==> config.mk <==
export PLATFORM = sky130hd
export DESIGN_NAME = wb_commit_scheduler
export DESIGN_NICKNAME = d
export VERILOG_FILES = /design/src/rtl/b8_wb_pkg.sv /design/src/rtl/wb_hold_slot.sv /design/src/rtl/wb_commit_scheduler.sv
export SDC_FILE = /design/constraint.sdc
export NUM_CORES = 1
export LEC_CHECK = 0
export CAP_MARGIN = 20
export CORE_MARGIN = 5
export CORE_UTILIZATION = 50
export CTS_BUF_LIST = sky130_fd_sc_hd__clkbuf_4
export DETAILED_ROUTE_END_ITERATION = 8
export PLACE_DENSITY_LB_ADDON = 0.1
export SYNTH_ARGS = -nofsm -noshare
export SYNTH_HDL_FRONTEND = slang
export SYNTH_SLANG_ARGS = --single-unit
==> constraint.sdc <==
create_clock -name clk -period 4 [get_ports clk]
set_input_delay 0.8 -clock clk [delete_from_list [all_inputs] [get_ports clk]]
set_output_delay 0.8 -clock clk [all_outputs]
set_load 0.05 [all_outputs]
==> src/rtl/b8_wb_pkg.sv <==
// Shared types for the write-back commit scheduler: pID type and the held request record.
package b8_wb_pkg;
    localparam int PID_W  = 2;
    localparam int DATA_W = 64;

    typedef logic [PID_W-1:0] pid_t;

    typedef struct packed {
        logic              we;
        logic [4:0]        rdAddr;
        logic [DATA_W-1:0] data;
        pid_t              pid;
    } wb_req_t;
endpackage

==> src/rtl/wb_hold_slot.sv <==
// One-entry write-back holding register; flush beats load, load beats drain.
module wb_hold_slot
    import b8_wb_pkg::*;
(
    input  logic    clk,
    input  logic    reset_n,
    input  logic    flush,
    input  logic    load,
    input  logic    drain,
    input  wb_req_t req_in,
    output logic    valid,
    output wb_req_t req
);

    always_ff @(posedge clk or negedge reset_n) begin
        if (!reset_n) begin
            valid <= 1'b0;
            req   <= '0;
        end else if (flush) begin
            valid <= 1'b0;
        end else if (load) begin
            valid <= 1'b1;
            req   <= req_in;
        end else if (drain) begin
            valid <= 1'b0;
        end
    end

endmodule

==> src/rtl/wb_commit_scheduler.sv <==
// Commits WBU write-backs from two ways into a dual-port regfile in strict pID order.
// Optional same-cycle bypass of empty slots is enabled by defining WB_BYPASS_EN.
module wb_commit_scheduler #(
    parameter int DATA_W      = 64,
    parameter int PID_W       = 2,
    parameter int STALL_LIMIT = 255
) (
    input  logic              clk,
    input  logic              reset_n,
    input  logic              flush_i,
    input  logic              way0_wbValid_i,
    input  logic              way0_rdWriteEnable_i,
    input  logic [4:0]        way0_rdAddr_i,
    input  logic [DATA_W-1:0] way0_rdData_i,
    input  logic [PID_W-1:0]  way0_WBU_pID_i,
    output logic              way0_ready_o,
    input  logic              way1_wbValid_i,
    input  logic              way1_rdWriteEnable_i,
    input  logic [4:0]        way1_rdAddr_i,
    input  logic [DATA_W-1:0] way1_rdData_i,
    input  logic [PID_W-1:0]  way1_WBU_pID_i,
    output logic              way1_ready_o,
    output logic              commit0_we_o,
    output logic [4:0]        commit0_rdAddr_o,
    output logic [DATA_W-1:0] commit0_rdData_o,
    output logic              commit1_we_o,
    output logic [4:0]        commit1_rdAddr_o,
    output logic [DATA_W-1:0] commit1_rdData_o,
    output logic [PID_W-1:0]  expectPID_o,
    output logic              deadlock_o
);
    import b8_wb_pkg::*;

    localparam int CNT_W = $clog2(STALL_LIMIT + 1);

    wb_req_t          in_req   [2];
    wb_req_t          slot_req [2];
    wb_req_t          cand_req [2];
    wb_req_t          req0, req1;
    logic [1:0]       in_valid, slot_v, cand_v, cand_held;
    logic [1:0]       match0, match1, commit_way, drain, load, ready;
    logic             p0_v, p1_v, p0_way, we0, we1;
    logic [1:0]       n_commit;
    pid_t             expect_q, expect_p1, expect_d;
    logic [CNT_W-1:0] stall_q, stall_d;
    logic             deadlock_q;

    assign in_valid  = {way1_wbValid_i, way0_wbValid_i};
    assign in_req[0] = '{we: way0_rdWriteEnable_i, rdAddr: way0_rdAddr_i,
                         data: way0_rdData_i, pid: way0_WBU_pID_i};
    assign in_req[1] = '{we: way1_rdWriteEnable_i, rdAddr: way1_rdAddr_i,
                         data: way1_rdData_i, pid: way1_WBU_pID_i};

    for (genvar w = 0; w < 2; w++) begin : g_slot
        wb_hold_slot u_slot (
            .clk    (clk),
            .reset_n(reset_n),
            .flush  (flush_i),
            .load   (load[w]),
            .drain  (drain[w]),
            .req_in (in_req[w]),
            .valid  (slot_v[w]),
            .req    (slot_req[w])
        );
    end

    assign expect_p1 = expect_q + 1'b1;

    // Per-way candidate: the held slot, or (bypass only) the incoming request into an empty slot.
    always_comb begin
        for (int w = 0; w < 2; w++) begin
`ifdef WB_BYPASS_EN
            cand_held[w] = slot_v[w];
            cand_v[w]    = slot_v[w] | (in_valid[w] & ~flush_i);
            cand_req[w]  = slot_v[w] ? slot_req[w] : in_req[w];
`else
            cand_held[w] = 1'b1;
            cand_v[w]    = slot_v[w];
            cand_req[w]  = slot_req[w];
`endif
            match0[w] = cand_v[w] && (cand_req[w].pid == expect_q);
            match1[w] = cand_v[w] && (cand_req[w].pid == expect_p1);
        end
        p0_v = ~flush_i & |match0;
        // Held entries first, way0 before way1 on a duplicate pID.
        if (match0[0] & cand_held[0])      p0_way = 1'b0;
        else if (match0[1] & cand_held[1]) p0_way = 1'b1;
        else if (match0[0])                p0_way = 1'b0;
        else                               p0_way = 1'b1;
        p1_v = p0_v & match1[~p0_way];
    end

    assign commit_way[0] = (p0_v & ~p0_way) | (p1_v &  p0_way);
    assign commit_way[1] = (p0_v &  p0_way) | (p1_v & ~p0_way);
    assign drain = commit_way & cand_held;
    assign ready = flush_i ? 2'b00 : (~slot_v | drain);
    // A bypassed request is consumed directly and must not also be captured.
    assign load  = in_valid & ready & ~(commit_way & ~cand_held);

    assign way0_ready_o = ready[0];
    assign way1_ready_o = ready[1];

    assign req0 = cand_req[p0_way];
    assign req1 = cand_req[~p0_way];
    assign we1  = p1_v & req1.we & (req1.rdAddr != 5'd0);
    assign we0  = p0_v & req0.we & (req0.rdAddr != 5'd0) & ~(we1 & (req0.rdAddr == req1.rdAddr));

    assign commit0_we_o     = we0;
    assign commit0_rdAddr_o = p0_v ? req0.rdAddr : 5'd0;
    assign commit0_rdData_o = p0_v ? req0.data : '0;
    assign commit1_we_o     = we1;
    assign commit1_rdAddr_o = p1_v ? req1.rdAddr : 5'd0;
    assign commit1_rdData_o = p1_v ? req1.data : '0;

    assign n_commit = {1'b0, p0_v} + {1'b0, p1_v};
    assign expect_d = expect_q + pid_t'(n_commit);

    always_comb begin
        stall_d = stall_q;
        if (n_commit != 2'd0 || slot_v == 2'b00)
            stall_d = '0;
        else if (stall_q != CNT_W'(STALL_LIMIT))
            stall_d = stall_q + 1'b1;
    end

    always_ff @(posedge clk or negedge reset_n) begin
        if (!reset_n) begin
            expect_q   <= '0;
            stall_q    <= '0;
            deadlock_q <= 1'b0;
        end else if (flush_i) begin
            expect_q   <= '0;
            stall_q    <= '0;
            deadlock_q <= 1'b0;
        end else begin
            expect_q <= expect_d;
            stall_q  <= stall_d;
            if (stall_d == CNT_W'(STALL_LIMIT))
                deadlock_q <= 1'b1;
        end
    end

    assign expectPID_o = expect_q;
    assign deadlock_o  = deadlock_q;

endmodule

Yosys cells after proc, flatten, opt, wreduce, memory -nomap -nowiden

Index checks and enable logic that the tools add are counted.

$add $sub $neg: 4
Magnitude comparators: 3
Equality and inequality tests: 7
Multiplexer cells: 26
Bitwise gates (word level): 21
Reductions and logical operators: 15

Operators by type and width:

| cell                                                     | number |
|---|---|
| two-way mux 72 bit                                       | 6 |
| two-way mux 64 bit                                       | 2 |
| two-way mux 8 bit                                        | 3 |
| bitwise AND 1 bit                                        | 12 |
| two-way mux 1 bit                                        | 11 |
| two-way mux 5 bit                                        | 2 |
| nonzero test 5 bit                                       | 2 |
| adder 8 x 1 -> 8 bit, second input constant              | 1 |
| == test 2 bit                                            | 4 |
| == test 8 bit, second input constant                     | 1 |
| inequality test 8 bit, second input constant             | 1 |
| nonzero test 3 bit                                       | 2 |
| == test 5 bit                                            | 1 |
| greater-or-equal comparator 2 bit, second input constant | 2 |
| logical AND 1 bit                                        | 4 |
| two-way mux 2 bit                                        | 2 |
| inverter 1 -> 2 bit                                      | 2 |
| AND reduction 2 bit                                      | 2 |
| nonzero test 2 bit                                       | 2 |
| adder 1 x 1 -> 2 bit                                     | 1 |
| adder 2 x 1 -> 2 bit, second input constant              | 1 |
| adder 2 bit                                              | 1 |
| bitwise AND 2 bit                                        | 1 |
| logical NOT 2 bit                                        | 1 |
| 7 further kinds                                          | 9 |

Register bits after elaboration: 157
Input bits: 149
Logic and storage cells: 89

Logic depth before layout (Yosys ltp)

Depth after elaboration: 13
Depth in mapped cells: 12
Gate-level depth less buffers: 10

Cells and area by module

From an unflattened synthesis, not the netlist that was laid out.

Cell total of the unflattened synthesis: 603
Area total of the unflattened synthesis: 8605.8 um^2

Modules (own cells, without submodules):

| module              | times used | cells an instance | area each (um^2) | seq. area each (um^2) |
|---|---|---|---|---|
| wb_hold_slot        | 2          | 157               | 3089.2           | 1826.8 |
| wb_commit_scheduler | 1          | 289               | 2427.3           | 275.3 |

Least setup slack after synthesis

No wires, ideal clock.

Kind: register to output
Start: reg expect_q[0] (netlist: expectPID_o[0])
End: out commit0_rdData_o[27]
Arrival: 2.914 ns
Slack: 0.286 ns
Stages on the path, launching flop included: 9
Path buffers: 4
Path through: dfrtp_1 > clkbuf_1 > nand2b_1 > and4_1 > clkbuf_1 > clkbuf_1 > buf_1 > nand2_1 > a21oi_1

Cells in the longest elaborated chain, start to end: 8

Ends and longest elaborated chain:

| item                                                   | line                       | text |
|---|---|---|
| start, declared                                        | wb_commit_scheduler.sv:44  | `pid_t expect_q, expect_p1, expect_d;` |
| start signal, assigned                                 | wb_commit_scheduler.sv:136 | `expect_q <= expect_d;` |
| == test 2 bit                                          | wb_commit_scheduler.sv:81  | `match0[w] = cand_v[w] && (cand_req[w].pid == expect_q);` |
| logical AND 1 bit                                      | wb_commit_scheduler.sv:81  |  |
| two-way mux 1 bit                                      | wb_commit_scheduler.sv:86  | `if (match0[0] & cand_held[0]) p0_way = 1'b0;` |
| inverter 1 -> 2 bit (implied by the code)              | wb_commit_scheduler.sv:103 | `assign req0 = cand_req[p0_way];` |
| two-way mux 72 bit (implied by the code) (3 in series) | wb_commit_scheduler.sv:103 |  |
| two-way mux 64 bit (*)                                 | wb_commit_scheduler.sv:110 | `assign commit0_rdData_o = p0_v ? req0.data : '0;` |
| end, declared                                          | wb_commit_scheduler.sv:25  | `output logic [DATA_W-1:0] commit0_rdData_o,` |

Every way passes the cells marked *; elsewhere a longest branch is shown, timed or not. The select of a mux whose other input is x is not followed.

Worst setup path in the final report

Start: reg expect_q[1] (netlist: expectPID_o[1])
End: out way0_ready_o

Cells in the longest elaborated chain, start to end: 10

Ends and longest elaborated chain:

| item                                                  | line                      | text |
|---|---|---|
| adder 2 x 1 -> 2 bit                                  | wb_commit_scheduler.sv:67 | `assign expect_p1 = expect_q + 1'b1;` |
| == test 2 bit                                         | wb_commit_scheduler.sv:82 | `match1[w] = cand_v[w] && (cand_req[w].pid == expect_p1);` |
| logical AND 1 bit                                     | wb_commit_scheduler.sv:82 |  |
| two-way mux 1 bit (implied by the code) (2 in series) | wb_commit_scheduler.sv:90 | `p1_v = p0_v & match1[~p0_way];` |
| bitwise AND 1 bit                                     | wb_commit_scheduler.sv:90 |  |
| bitwise AND 1 bit                                     | wb_commit_scheduler.sv:93 | `assign commit_way[0] = (p0_v & ~p0_way) \| (p1_v & p0_way);` |
| OR 1 bit (*)                                          | wb_commit_scheduler.sv:93 |  |
| OR 2 bit (*)                                          | wb_commit_scheduler.sv:96 | `assign ready = flush_i ? 2'b00 : (~slot_v \| drain);` |
| two-way mux 2 bit (*)                                 | wb_commit_scheduler.sv:96 |  |
| end, declared                                         | wb_commit_scheduler.sv:16 | `output logic way0_ready_o,` |

Marked as above.

==> metrics <==
run status complete, no violations; post-route standard cell area excluding fillers 0.01320 mm2; deepest level of the CTS H-tree 4; switching share of total power 35.21%; nature of the critical path endpoint output pin; Setup Total Neg Slack 0 ns; Syn Inst Count 778; half-perimeter wire length after detailed placement 20180 um; power per standard cell area 387.2 mW/mm2; largest fanout on the critical path 33; DR vias 7423; total of endpoints with negative setup slack in the final report 0; Hold Path Class primary input to asynchronous set/reset pin; die boundary width 139.9 um; final worst path period share 94.79%; Post-route DRC 0; fraction of final layout cells sized beyond drive strength 1 32.58%; leading area contributor after synthesis dfrtp_1; Max Freq 263.7 MHz; reg-to-reg setup timing slack 1.05 ns; internal portion of total power 3.312 mW; share of synthesized area occupied by flip-flops and latches 46.53%; kind of cell adding the most delay to the critical path buffers and inverters; Hold Buf Count CTS 0; maximum number of pins on one net before global-route repair 81; worst slack, placed 0.4309 ns; Crit Path Category flip-flop to output pin; Synth area leaders dfrtp_1 47%, mux2_4 12%, mux2_2 9.9%, nand2_1 7.4%, a22o_1 6.6%; worst-path cell chain xnor2_4 -> mux2i_2 -> o211a_2 -> buf_4 -> nor2_1 -> nor2_1 -> buf_12; number of antenna violations at the first check in global routing 2; Clock Pin Slew Worst Setup and Hold Paths 0.13 ns; initial detailed-routing violation count 434; Post-Route Skew 0.01766 ns; unrepaired setup endpoints after global routing false; WP buf/inv 2; WP data required 3.20 ns; EDFF count, synth 0; worst path setup slack after routing 0.2083 ns; cell at the root of the clock tree clkbuf_4; Area Growth Syn to Fin 56.39%; global-route usage over all layers 28.31%; worst max-slew margin expressed relative to the limit 50.44%; Tightest Pin Transition 0.7435 ns; leakage component of the power 5.600 nW; CTS tree done; Yosys reg bits 157; Gate power share 36.0%; count of pins on the block boundary 294; average footprint of a synthesized cell 10.85 um2; DIE HEIGHT 139.9 um; Slew Limit Fails 0; Peak VDD IR 0.2430 mV; Synth top area share 46.53%; number of placement rows 47; # clock sinks 157; Ys Warns 0; Most used DFF post-synth dfrtp_1; placement-stage cell area 0.01291 mm2; final net count 1200; maximum clock insertion buffer count 2; area of the die 0.01958 mm2; Initial Util 50.91%; synthesized net count 929; delay of the slowest cell on the worst path 0.51 ns; non-filler cells, final 1284; Post-CTS Repair Setup Buffers 0; crit path max-delay cell type dfrtp_1; via count of the first global-routing pass 7528; post-detailed-route count of antenna-violating nets 0; library cell appearing most often on the critical path nor2_1; minimum clock period after layout 3.792 ns; Avg Vias per Cell 5.781; Placed Instances 1250; wire length of the first global-routing pass 43570 um; CORE AREA 0.01658 mm2; count of input and output buffers 293; number of maximum-capacitance constraint violations 0; portion of total power attributed to sequential cells 45.2%; switching power of the nets 1.800 mW; Worst Path Arrival 2.99 ns; global route total overflow 0; final count of hold timing violations 0; post-detailed-routing wire length 27970 um; count of different cell masters after synthesis 45; routability-driven placement congestion ratio 0.8741; cts repair resizes 1; proportion of register bits with asynchronous set or reset after synthesis 100.0%; Critical Path Start Type flip-flop; 1st-pass router iterations 5; clock share of power 18.8%; FILL cells 1007; total clock buffers created by CTS 17; routed wirelength normalized by instance count 21.78 um; netlist area before placement 0.008443 mm2; clock latency of the later-clocked register in the worst-skew pair 0.57 ns
through the flow:
step	total power [mW]	hold WS [ns]	util, %
6_report	5.112	0.2587	79.62
2_1_floorplan	3.356	0.5028	-
4_1_cts	5.129	0.2646	79.50
5_1_grt	5.375	0.2779	79.62
3_3_place_gp	4.107	0.4931	77.83
3_5_place_dp	4.173	0.4799	77.83
synthesized netlist by cell type (all sizes together), types with 2 or more instances:
| cell | instances |
|---|---|
| nand2b | 4 |
| xor2 | 6 |
| o21a | 3 |
| clkbuf | 33 |
| mux2 | 144 |
| a21oi | 81 |
| mux2i | 6 |
| nand2 | 167 |
| a311oi | 3 |
| ha | 2 |
| xnor2 | 6 |
| nor2 | 21 |
| and3 | 6 |
| nand3b | 2 |
| inv | 4 |
| nor2b | 3 |
| nand3 | 7 |
| o211a | 2 |
| nand4 | 3 |
| o211ai | 3 |
| buf | 26 |
| a31oi | 2 |
| a22o | 64 |
| nor3 | 6 |
| o21ai | 4 |
| dfrtp | 157 |
layout by cell type (no fill, tap or decap), types with 6 or more instances in the layout:
master,Yosys,layout
clkdlybuf4s50_1,0,150
a22o_1,64,64
clkbuf_4,0,21
mux2_4,70,70
a21oi_1,81,81
buf_12,0,139
dfrtp_1,157,157
nand3_1,7,7
nor3_1,6,6
mux2_2,74,74
nor2_1,21,21
clkinvlp_4,0,6
buf_4,0,20
nand2_1,167,166
xor2_1,6,6
worst register-to-register path, delay by kind of cell (launching register included):
family                   cells  cell delay (ns)
flip-flops                   1             0.51
XOR/XNOR                     2             0.53
AND/OR/NAND/NOR              4             0.73
AO/OA/AOI/OAI                3             0.65
buffers and inverters        1             0.19
adder cells (fa/ha/maj)      1             0.21
power groups by stage:
stage,clock network [mW],registers (mW),logic [mW]
floorplan,0,2.20,1.16
global placement,0,2.31,1.79
detailed placement,0,2.33,1.84
CTS,0.980,2.31,1.84
global route,1.06,2.36,1.96
finish,0.962,2.31,1.84
flip-flops by register name, summed over array words and instances (netlist names):
| register | flops |
|---|---|
| g_slot.u_slot.req | 144 |
| stall_q | 8 |
| expectPID_o | 2 |
| g_slot.u_slot.valid | 2 |
| deadlock_o | 1 |
path summary, 6_finish.rpt:
kind	cells past startpoint	to	from
worst min register to register	2	deadlock_o$_DFFE_PN0P_	deadlock_o$_DFFE_PN0P_
worst max register to register	11	expectPID_o[1]$_DFF_PN0_	expectPID_o[1]$_DFF_PN0_
worst max-delay path	7	way0_ready_o	expectPID_o[1]$_DFF_PN0_
min in group clk	2	deadlock_o$_DFFE_PN0P_	deadlock_o$_DFFE_PN0P_
max in group asynchronous	2	g_slot[0].u_slot.req[34]$_DFFE_PN0P_	reset_n
worst min-delay path	1	g_slot[1].u_slot.req[1]$_DFFE_PN0P_	reset_n
final cells by class:
cell class	count	area, um2	share of cell area (%)
repair buffers	311	4454	33.73
multi-input cells	558	4248	32.17
flip-flops and latches	157	3929	29.75
well taps	220	275.3	2.085
clock buffers	21	157.7	1.194
clock inverters	11	120.1	0.9097
inverters	4	15.01	0.1137
diodes	2	5.005	0.03790
cells by family (layout without fill, tap and decap cells):
logic type,Yosys count,in the layout,synth area share (%)
adders and majority gates,2,2,0.2963
AOI/OAI and AO/OA,171,171,14.12
buffers and inverters,63,347,3.527
DFF,157,157,46.53
muxes,150,150,23.03
xor gates and xnor gates,12,12,1.423
other,0,2,0
and+or+nand+nor,223,223,11.07
routing by layer:
| layer | part of all wire, % | vias up | global-route usage (%) |
|---|---|---|---|
| met4 | 3.0 | 0 | 9.740 |
| met1 | 38 | 3738 | 33.94 |
| met3 | 9.7 | 49 | 10.97 |
| li1 | - | 3311 | - |
| met5 | 0 | - | 0 |
| met2 | 50 | 325 | 46.85 |
Note: power is estimated with default switching activity, not from simulation.
